--- src/rtl/hazard_ctrl_nstage_pkg.sv ---
// Shared trap-FSM state encoding and pipeline-register indices for the hazard controller.
package hazard_ctrl_nstage_pkg;

    typedef enum logic [1:0] {
        T_IDLE  = 2'd0,
        T_DRAIN = 2'd1,
        T_FLUSH = 2'd2
    } trap_state_t;

    localparam int IFID  = 0;
    localparam int IDEX  = 1;
    localparam int EXMEM = 2;
    localparam int MEMWB = 3;

endpackage

--- src/rtl/hazard_ctrl_nstage_sat_counter.sv ---
// Saturating up-counter with synchronous clear; clear beats increment.
// One-cycle update latency, no backpressure (holds at all-ones instead of wrapping).
module sat_counter #(
    parameter int W = 32
) (
    input  logic         clock,
    input  logic         resetn,
    input  logic         inc,
    input  logic         clr,
    output logic [W-1:0] q
);

    logic [W-1:0] r_q;

    always_ff @(posedge clock or negedge resetn) begin
        if (!resetn) begin
            r_q <= '0;
        end else if (clr) begin
            r_q <= '0;
        end else if (inc && (r_q != '1)) begin
            r_q <= r_q + W'(1);
        end
    end

    assign q = r_q;

endmodule

--- src/rtl/hazard_ctrl_nstage.sv ---
// Per-register bubble/write-enable generation plus drain/flush trap sequencing and perf counters.
// Hazard outputs are combinational in-cycle; mem_ready=0 freezes every register and the trap FSM.
module hazard_ctrl_nstage
    import hazard_ctrl_nstage_pkg::*;
#(
    parameter int NSTAGES  = 5,
    parameter int BR_STAGE = 3,
    parameter int RW       = 5,
    parameter int CNT_W    = 32
) (
    input  logic               clock,
    input  logic               resetn,
    input  logic [RW-1:0]      ifid_rs1,
    input  logic [RW-1:0]      ifid_rs2,
    input  logic [RW-1:0]      idex_rd,
    input  logic               ifid_memread,
    input  logic               idex_memread,
    input  logic               idex_memwrite,
    input  logic               mem_ready,
    input  logic               jump_id,
    input  logic [NSTAGES-2:0] branch_inflight,
    input  logic               branch_taken,
    input  logic               syscall_req,
    input  logic               int_req,
    input  logic               flush_req,
    input  logic               clr_cnt,
    output logic [NSTAGES-2:0] bubble,
    output logic [NSTAGES-2:0] write,
    output logic               write_pc,
    output logic               trap_take,
    output logic               trap_waiting,
    output logic [CNT_W-1:0]   stall_cnt,
    output logic [CNT_W-1:0]   flush_cnt
);

    localparam int NREG = NSTAGES - 1;
    // Every register younger than the resolving branch gets squashed.
    localparam logic [NREG-1:0] BR_MASK = NREG'((1 << BR_STAGE) - 1);

    trap_state_t     r_state;
    logic            r_src_int;

    logic            w_inflight;
    logic            w_ld_hazard;
    logic [NREG-1:0] w_bubble;
    logic [NREG-1:0] w_write;
    logic            w_write_pc;
    logic            w_trap_take;
    logic            w_stall_inc;
    logic            w_flush_inc;

    assign w_inflight  = |branch_inflight;
    // Load-use against x0 never needs a stall since x0 is never written.
    assign w_ld_hazard = (ifid_memread & idex_memwrite)
                       | (idex_memread & (idex_rd != '0)
                          & ((idex_rd == ifid_rs1) | (idex_rd == ifid_rs2)));

    always_comb begin
        w_bubble    = '0;
        w_write     = '1;
        w_write_pc  = 1'b1;
        w_trap_take = 1'b0;
        if (resetn) begin
            if (!mem_ready) begin
                w_write    = '0;
                w_write_pc = 1'b0;
            end else begin
                case (r_state)
                    T_IDLE: begin
                        if (branch_taken) begin
                            w_bubble = BR_MASK;
                        end else if (w_ld_hazard) begin
                            w_bubble[IDEX] = 1'b1;
                            w_write[IFID]  = 1'b0;
                            w_write_pc     = 1'b0;
                        end else if (jump_id || flush_req) begin
                            w_bubble[IFID] = 1'b1;
                        end
                    end
                    T_DRAIN: begin
                        if (branch_taken && !r_src_int) begin
                            w_bubble = BR_MASK;
                        end else begin
                            w_bubble       = branch_taken ? BR_MASK : '0;
                            w_bubble[IDEX] = 1'b1;
                            w_write[IFID]  = 1'b0;
                            w_write_pc     = 1'b0;
                        end
                    end
                    T_FLUSH: begin
                        w_bubble    = '1;
                        w_trap_take = 1'b1;
                    end
                    default: begin
                        w_bubble = '0;
                    end
                endcase
            end
        end
    end

    // A squashed syscall aborts the trap; an interrupt survives the branch and keeps draining.
    always_ff @(posedge clock or negedge resetn) begin
        if (!resetn) begin
            r_state   <= T_IDLE;
            r_src_int <= 1'b0;
        end else if (mem_ready) begin
            case (r_state)
                T_IDLE: begin
                    if (!branch_taken && (int_req || syscall_req)) begin
                        r_src_int <= int_req;
                        r_state   <= w_inflight ? T_DRAIN : T_FLUSH;
                    end
                end
                T_DRAIN: begin
                    if (branch_taken && !r_src_int) begin
                        r_state <= T_IDLE;
                    end else if (!w_inflight) begin
                        r_state <= T_FLUSH;
                    end
                end
                T_FLUSH: r_state <= T_IDLE;
                default: r_state <= T_IDLE;
            endcase
        end
    end

    assign bubble       = w_bubble;
    assign write        = w_write;
    assign write_pc     = w_write_pc;
    assign trap_take    = w_trap_take;
    assign trap_waiting = mem_ready & ((r_state != T_IDLE) | syscall_req | int_req);

    assign w_stall_inc = ~w_write_pc;
    assign w_flush_inc = (branch_taken & mem_ready) | w_trap_take;

    sat_counter #(.W(CNT_W)) u_stall_cnt (
        .clock  (clock),
        .resetn (resetn),
        .inc    (w_stall_inc),
        .clr    (clr_cnt),
        .q      (stall_cnt)
    );

    sat_counter #(.W(CNT_W)) u_flush_cnt (
        .clock  (clock),
        .resetn (resetn),
        .inc    (w_flush_inc),
        .clr    (clr_cnt),
        .q      (flush_cnt)
    );

endmodule

--- config.mk ---
export PLATFORM = sky130hd
export DESIGN_NAME = hazard_ctrl_nstage
export DESIGN_NICKNAME = d
export VERILOG_FILES = /design/src/rtl/hazard_ctrl_nstage_pkg.sv /design/src/rtl/hazard_ctrl_nstage_sat_counter.sv /design/src/rtl/hazard_ctrl_nstage.sv
export SDC_FILE = /design/constraint.sdc
export NUM_CORES = 1
export LEC_CHECK = 0
export ABC_AREA = 1
export BUFFER_PORTS_ARGS = -buffer_cell sky130_fd_sc_hd__clkbuf_2
export CAP_MARGIN = 15
export CORE_UTILIZATION = 35
export CTS_CLUSTER_DIAMETER = 200
export CTS_CLUSTER_SIZE = 14
export DETAILED_ROUTE_END_ITERATION = 7
export PLACE_DENSITY_LB_ADDON = 0.2
export SKIP_LAST_GASP = 1
export SLEW_MARGIN = 5
export SYNTH_ARGS = -nofsm -noshare
export SYNTH_HDL_FRONTEND = slang
export SYNTH_SLANG_ARGS = --single-unit
export TNS_END_PERCENT = 10
--- constraint.sdc ---
create_clock -name clock -period 3.4 [get_ports clock]
set_input_delay 0.51 -clock clock [delete_from_list [all_inputs] [get_ports clock]]
set_output_delay 0.51 -clock clock [all_outputs]
set_load 0.05 [all_outputs]
* After elaboration in Yosys (flattened, before gate mapping)
Index checks and enable logic that the tools add are counted.
** Cells by class
- Add/sub/neg operators :: 2
- $mul :: 0
- Div/mod/pow operators :: 0
- Magnitude comparators :: 0
- Eq/ne operators :: 8
- Shift operators :: 0
- Mux-type cells :: 30
- Bitwise gates (word level) :: 11
- Reduce and logical (&&, ||, !) cells :: 16
** Operators with widths (number)
- $mux 32 :: 4
- $add 32x1->32 const B :: 2
- $ne 32x32->1 const B :: 2
- $mux 1 :: 12
- $mux 4 :: 3
- $pmux 4 s3 :: 1
- $eq 5x5->1 :: 2
- $mux 2 :: 5
- $mux 3 :: 3
- $reduce_and 3->1 :: 2
- $reduce_bool 2->1 :: 3
- $and 1x1->1 :: 5
- $or 1x1->1 :: 5
- $reduce_bool 5->1 :: 1
- $logic_and 1x1->1 :: 4
- $pmux 2 s2 :: 1
- $reduce_or 4->1 :: 1
- $ne 3x3->1 const B :: 1
- $eq 2x1->1 const B :: 1
- $eq 2x2->1 const B :: 1
- $logic_not 1->1 :: 2
- $logic_not 2->1 :: 1
- $logic_or 1x1->1 :: 2
- $ne 2x2->1 const B :: 1
- other kinds (2) :: 2
** Storage, ports and cells
- Register bits after elaboration :: 67
- Latch bits :: 0
- Bits in writable memories :: 0
- ROM bits :: 0
- Input port bits :: 31
- Output and inout bits :: 75
- Word-level logic and storage cells :: 71
- Memories kept :: 0

* Logic depth before layout (Yosys ltp)
- Depth after elaboration :: 13
- Depth in mapped cells :: 16
- Depth with buffers taken out :: 15

* By module
A second synthesis with hierarchy kept.
** Unflattened totals
- Cells, all modules :: 800
- Area, all modules :: 5092.4 sq um
** Modules (own cells, without submodules)
- sat_counter :: times used 2, cells an instance 345, area each 2243.4 sq um, seq. area each 800.8 sq um
- hazard_ctrl_nstage :: times used 1, cells an instance 110, area each 605.6 sq um, seq. area each 75.1 sq um

* Worst setup path before layout
Ideal clock, no wire load.
- Path kind :: reg-to-output
- From :: register r_state[1]
- To :: output write[0]
- Arrival time :: 2083 ps
- Required time :: 2890 ps
- Setup slack :: 807 ps
- Cell stages (with the launch flop) :: 12
- Buffers on the path :: 3
- Cells stage by stage :: dfrtp_1 -> inv_1 -> ha_1 -> clkbuf_1 -> inv_1 -> nor2_1 -> o21a_1 -> nand2_1 -> nand2_1 -> buf_2 -> inv_1 -> buf_4
** On the way
- Longest elaborated chain between the ends :: 4
- Elaborated cells on any way between the ends :: 5
- Classes of those cells :: 1 x eq/ne; 3 x mux; 1 x reduce/logical
** RTL lines
- start: declaration :: RTL line hazard_ctrl_nstage.sv:40 : trap_state_t r_state;
- start signal: assignment :: RTL line hazard_ctrl_nstage.sv:112 : r_state <= w_inflight ? T_DRAIN : T_FLUSH;
- $eq 2x1->1 or $logic_not 2->1 (tied branches) :: RTL line hazard_ctrl_nstage.sv:68 : case (r_state)
- $pmux 1 s2 * :: RTL line hazard_ctrl_nstage.sv:68
- $mux 1 * :: RTL line hazard_ctrl_nstage.sv:64 : if (!mem_ready) begin
- $mux 4 * :: RTL line hazard_ctrl_nstage.sv:63 : if (resetn) begin
- end: declaration :: RTL line hazard_ctrl_nstage.sv:28 : output logic [NSTAGES-2:0] write,
Mark *: on every way between the ends. The rest lies on a longest branch, timed or not.

* Final worst setup path
- From :: register r_state[1]
- To :: output write_pc
** On the way
- Longest elaborated chain between the ends :: 4
- Elaborated cells on any way between the ends :: 5
- Classes of those cells :: 1 x eq/ne; 3 x mux; 1 x reduce/logical
** RTL lines
- $eq 2x1->1 or $logic_not 2->1 (tied branches) :: RTL line hazard_ctrl_nstage.sv:68
- $pmux 1 s2 * :: RTL line hazard_ctrl_nstage.sv:68
- $mux 1 * :: RTL line hazard_ctrl_nstage.sv:64
- $mux 1 * :: RTL line hazard_ctrl_nstage.sv:63
- end: declaration :: RTL line hazard_ctrl_nstage.sv:29 : output logic write_pc,
Marks and branches as above.

==> results.sh <==
export IMPL_synth_area_leader_cell="dfrtp_1"
export IMPL_synth_area_top_cells="dfrtp_1 35%, nand2_1 13%, inv_1 7.1%, nand4_1 6.8%, nand3_1 6.2%"
export IMPL_die_area_um2=14200
export IMPL_drtIter0Drc=305
export IMPL_drv_cap=0
export IMPL_layout_commonest_cell="nand2_1"
export IMPL_postRouteAntennaNets=0
export IMPL_gp_congestion=0.914
export IMPL_fin_nets=816
export IMPL_synth_area_um2=4790
export IMPL_power_leakage_uw=0.00292
export IMPL_max_vdd_ir_drop_mv=0.230
export IMPL_power_density_nw_per_um2=391
export IMPL_yosys_warnings=0
export IMPL_htreeDepth=3
export IMPL_stdcell_count=960
export IMPL_crit_fanout=8
export IMPL_cts_tree="yes"
export IMPL_port_buffer_count=105
export IMPL_grt_pass1_vias=4716
export IMPL_dp_cells=943
export IMPL_start_util=0.361
export IMPL_cp_required_ns=2.89
export IMPL_grt_setup_unrepaired="no"
export IMPL_n_antenna_cell=0
export IMPL_die_w_um=119
export IMPL_hp_class="in2reg"
export IMPL_crit_path_end_kind="output pin"
export IMPL_avgSynthCellArea_um2=7.00
export IMPL_final_util=0.431
export IMPL_cts_buffers=9
export IMPL_mostFrequentLayoutCells="163 x nand2_1, 104 x clkbuf_2, 90 x inv_1"
export IMPL_cts_resized=0
export IMPL_crit_type="reg2out"
export IMPL_post_route_period_util=0.762
export IMPL_async_flop_share=1.00
export IMPL_die_y_um=119
export IMPL_synth_seq_area_share=0.350
export IMPL_cts_root_buf="clkbuf_16"
export IMPL_synth_seq_cells=67
export IMPL_grt_first_pass_wirelength_um=23200
export IMPL_ios=106
export IMPL_synth_nets=722
export IMPL_layout_drive_gt1_share=0.180
export IMPL_synth_enable_flop_cells=0
export IMPL_synth_top_area_share=0.350
export IMPL_drtPass1Iterations=4
export IMPL_synth_ff_type="dfrtp_1"
export IMPL_hold_viol=0
export IMPL_drt_total_wl_um=13800
export IMPL_post_cts_buffers=0
export IMPL_total_power_uw=2240
export IMPL_synth_cells=685
export IMPL_core_um2=13300
export IMPL_worst_slew_pin_slew_ns=0.853
export IMPL_fmax_mhz=386
export IMPL_num_rows=42
export IMPL_slew_viol_final=0
export IMPL_cp_arrival_ns=2.08
export IMPL_cts_clk_slew_worst_paths_ns=0.05
export IMPL_place_ws_ns=0.831
export IMPL_setup_worst_path_start_class="flip-flop"
export IMPL_clock_latency_ns=0.34
export IMPL_period_minus_slack_ns=2.59
export IMPL_antenna_found_initial=0
export IMPL_status="finished clean"
export IMPL_dp_final_hpwl_um=10300
export IMPL_setup_slack_ns=0.808
export IMPL_grt_max_degree=65
export IMPL_track_usage=0.206
export IMPL_drc=0
export IMPL_areaGrowthSynthToFinish_pct=19.6
export IMPL_vias_per_cell=5.12
export IMPL_relSlewSlack=0.431
export IMPL_final_setup_skew_ns=0.00618
export IMPL_setup_viol_count_final=0
export IMPL_tns_ns=0
export IMPL_synthDistinctLibCells=36
export IMPL_clk_path_buf_depth=2
export IMPL_wl_per_cell_um=14.4
export IMPL_grt_overflow=0
export IMPL_num_vias=4916
export IMPL_cts_sinks=67
path summary, 6_finish.rpt:
check	from	end	slack, ns	cells past startpoint
worst min-delay path	int_req	r_src_int	0.47	3
worst min register to register	r_src_int	r_src_int	0.50	2
min in group asynchronous	resetn	r_state[0]	0.56	2
max in group asynchronous	resetn	u_stall_cnt.q[29]	1.80	3
worst max-delay path	r_state[1]	write_pc	0.81	9
worst max register to register	r_state[1]	u_stall_cnt.q[31]	0.95	11
cell type report:
type	instances	area, um2
clock buffers	15	278
clock inverters	1	30.0
fillers	1391	7560
inverters	93	349
multi-input cells	497	2600
flip-flops and latches	67	1680
well taps	176	220
repair buffers	111	576
worst max-delay path: stages, from the launching register on:
cell and delay [ns]:
dfrtp_1 0.43, inv_1 0.14, ha_1 0.34, inv_1 0.09
nor2_1 0.09, o21a_1 0.13, nand2_1 0.05, nand2_1 0.15
inv_1 0.08, clkbuf_2 0.24
Yosys cell counts (2+ instances only):
cell,count
nor2_2,3
nand4_1,52
xnor2_1,12
nor3b_1,2
inv_2,2
nand3_1,59
buf_4,6
ha_1,6
nor3_2,2
inv_1,91
clkbuf_1,7
nor2_1,65
o21ai_0,16
a21oi_1,16
buf_6,3
o22ai_1,2
dfrtp_1,67
nor3_1,32
nand2_1,163
xor2_1,32
buf_2,12
nor2_4,3
o31ai_1,11
o21ai_1,3
nand3_2,2
nor4_1,6
report_power, final:
group          internal, uW  switching [uW]
combinational           103             317
clock                   629             352
sequential              819            23.8
total                  1550             693
per-stage QoR:
stage,cell area [um2],hold WS (ns)
3_5_place_dp,5420,0.325
5_1_grt,5730,0.493
3_3_place_gp,5420,0.320
4_1_cts,5730,0.454
6_report,5730,0.471
2_1_floorplan,4790,0.214
metal layers:
metal | vias up | GRT usage | wire, um
li1 | 2446 | - | -
met1 | 2307 | 0.259 | 6170
met2 | 136 | 0.339 | 6560
met3 | 27 | 0.0517 | 724
met4 | 0 | 0.0744 | 331
met5 | - | 0 | 0
registers in the layout, summed over array words and instances (netlist names):
name and cells:
u_flush_cnt.q 32, r_src_int 1, u_stall_cnt.q 32, r_state 2
cells by family after synthesis:
family,after synthesis,share of synthesized area
adder cells (fa/ha/maj),6,0.0157
buffers and inverters,121,0.107
AND/OR/NAND/NOR,394,0.383
AO/OA/AOI/OAI,53,0.0645
XOR/XNOR,44,0.0804
flip-flops,67,0.350
repair_timing:
action                     CTS  global route
hold endpoints to repair     3             0
hold buffers                 1             0
setup endpoints to repair    0             0
Power figures use the tool's default switching activity.
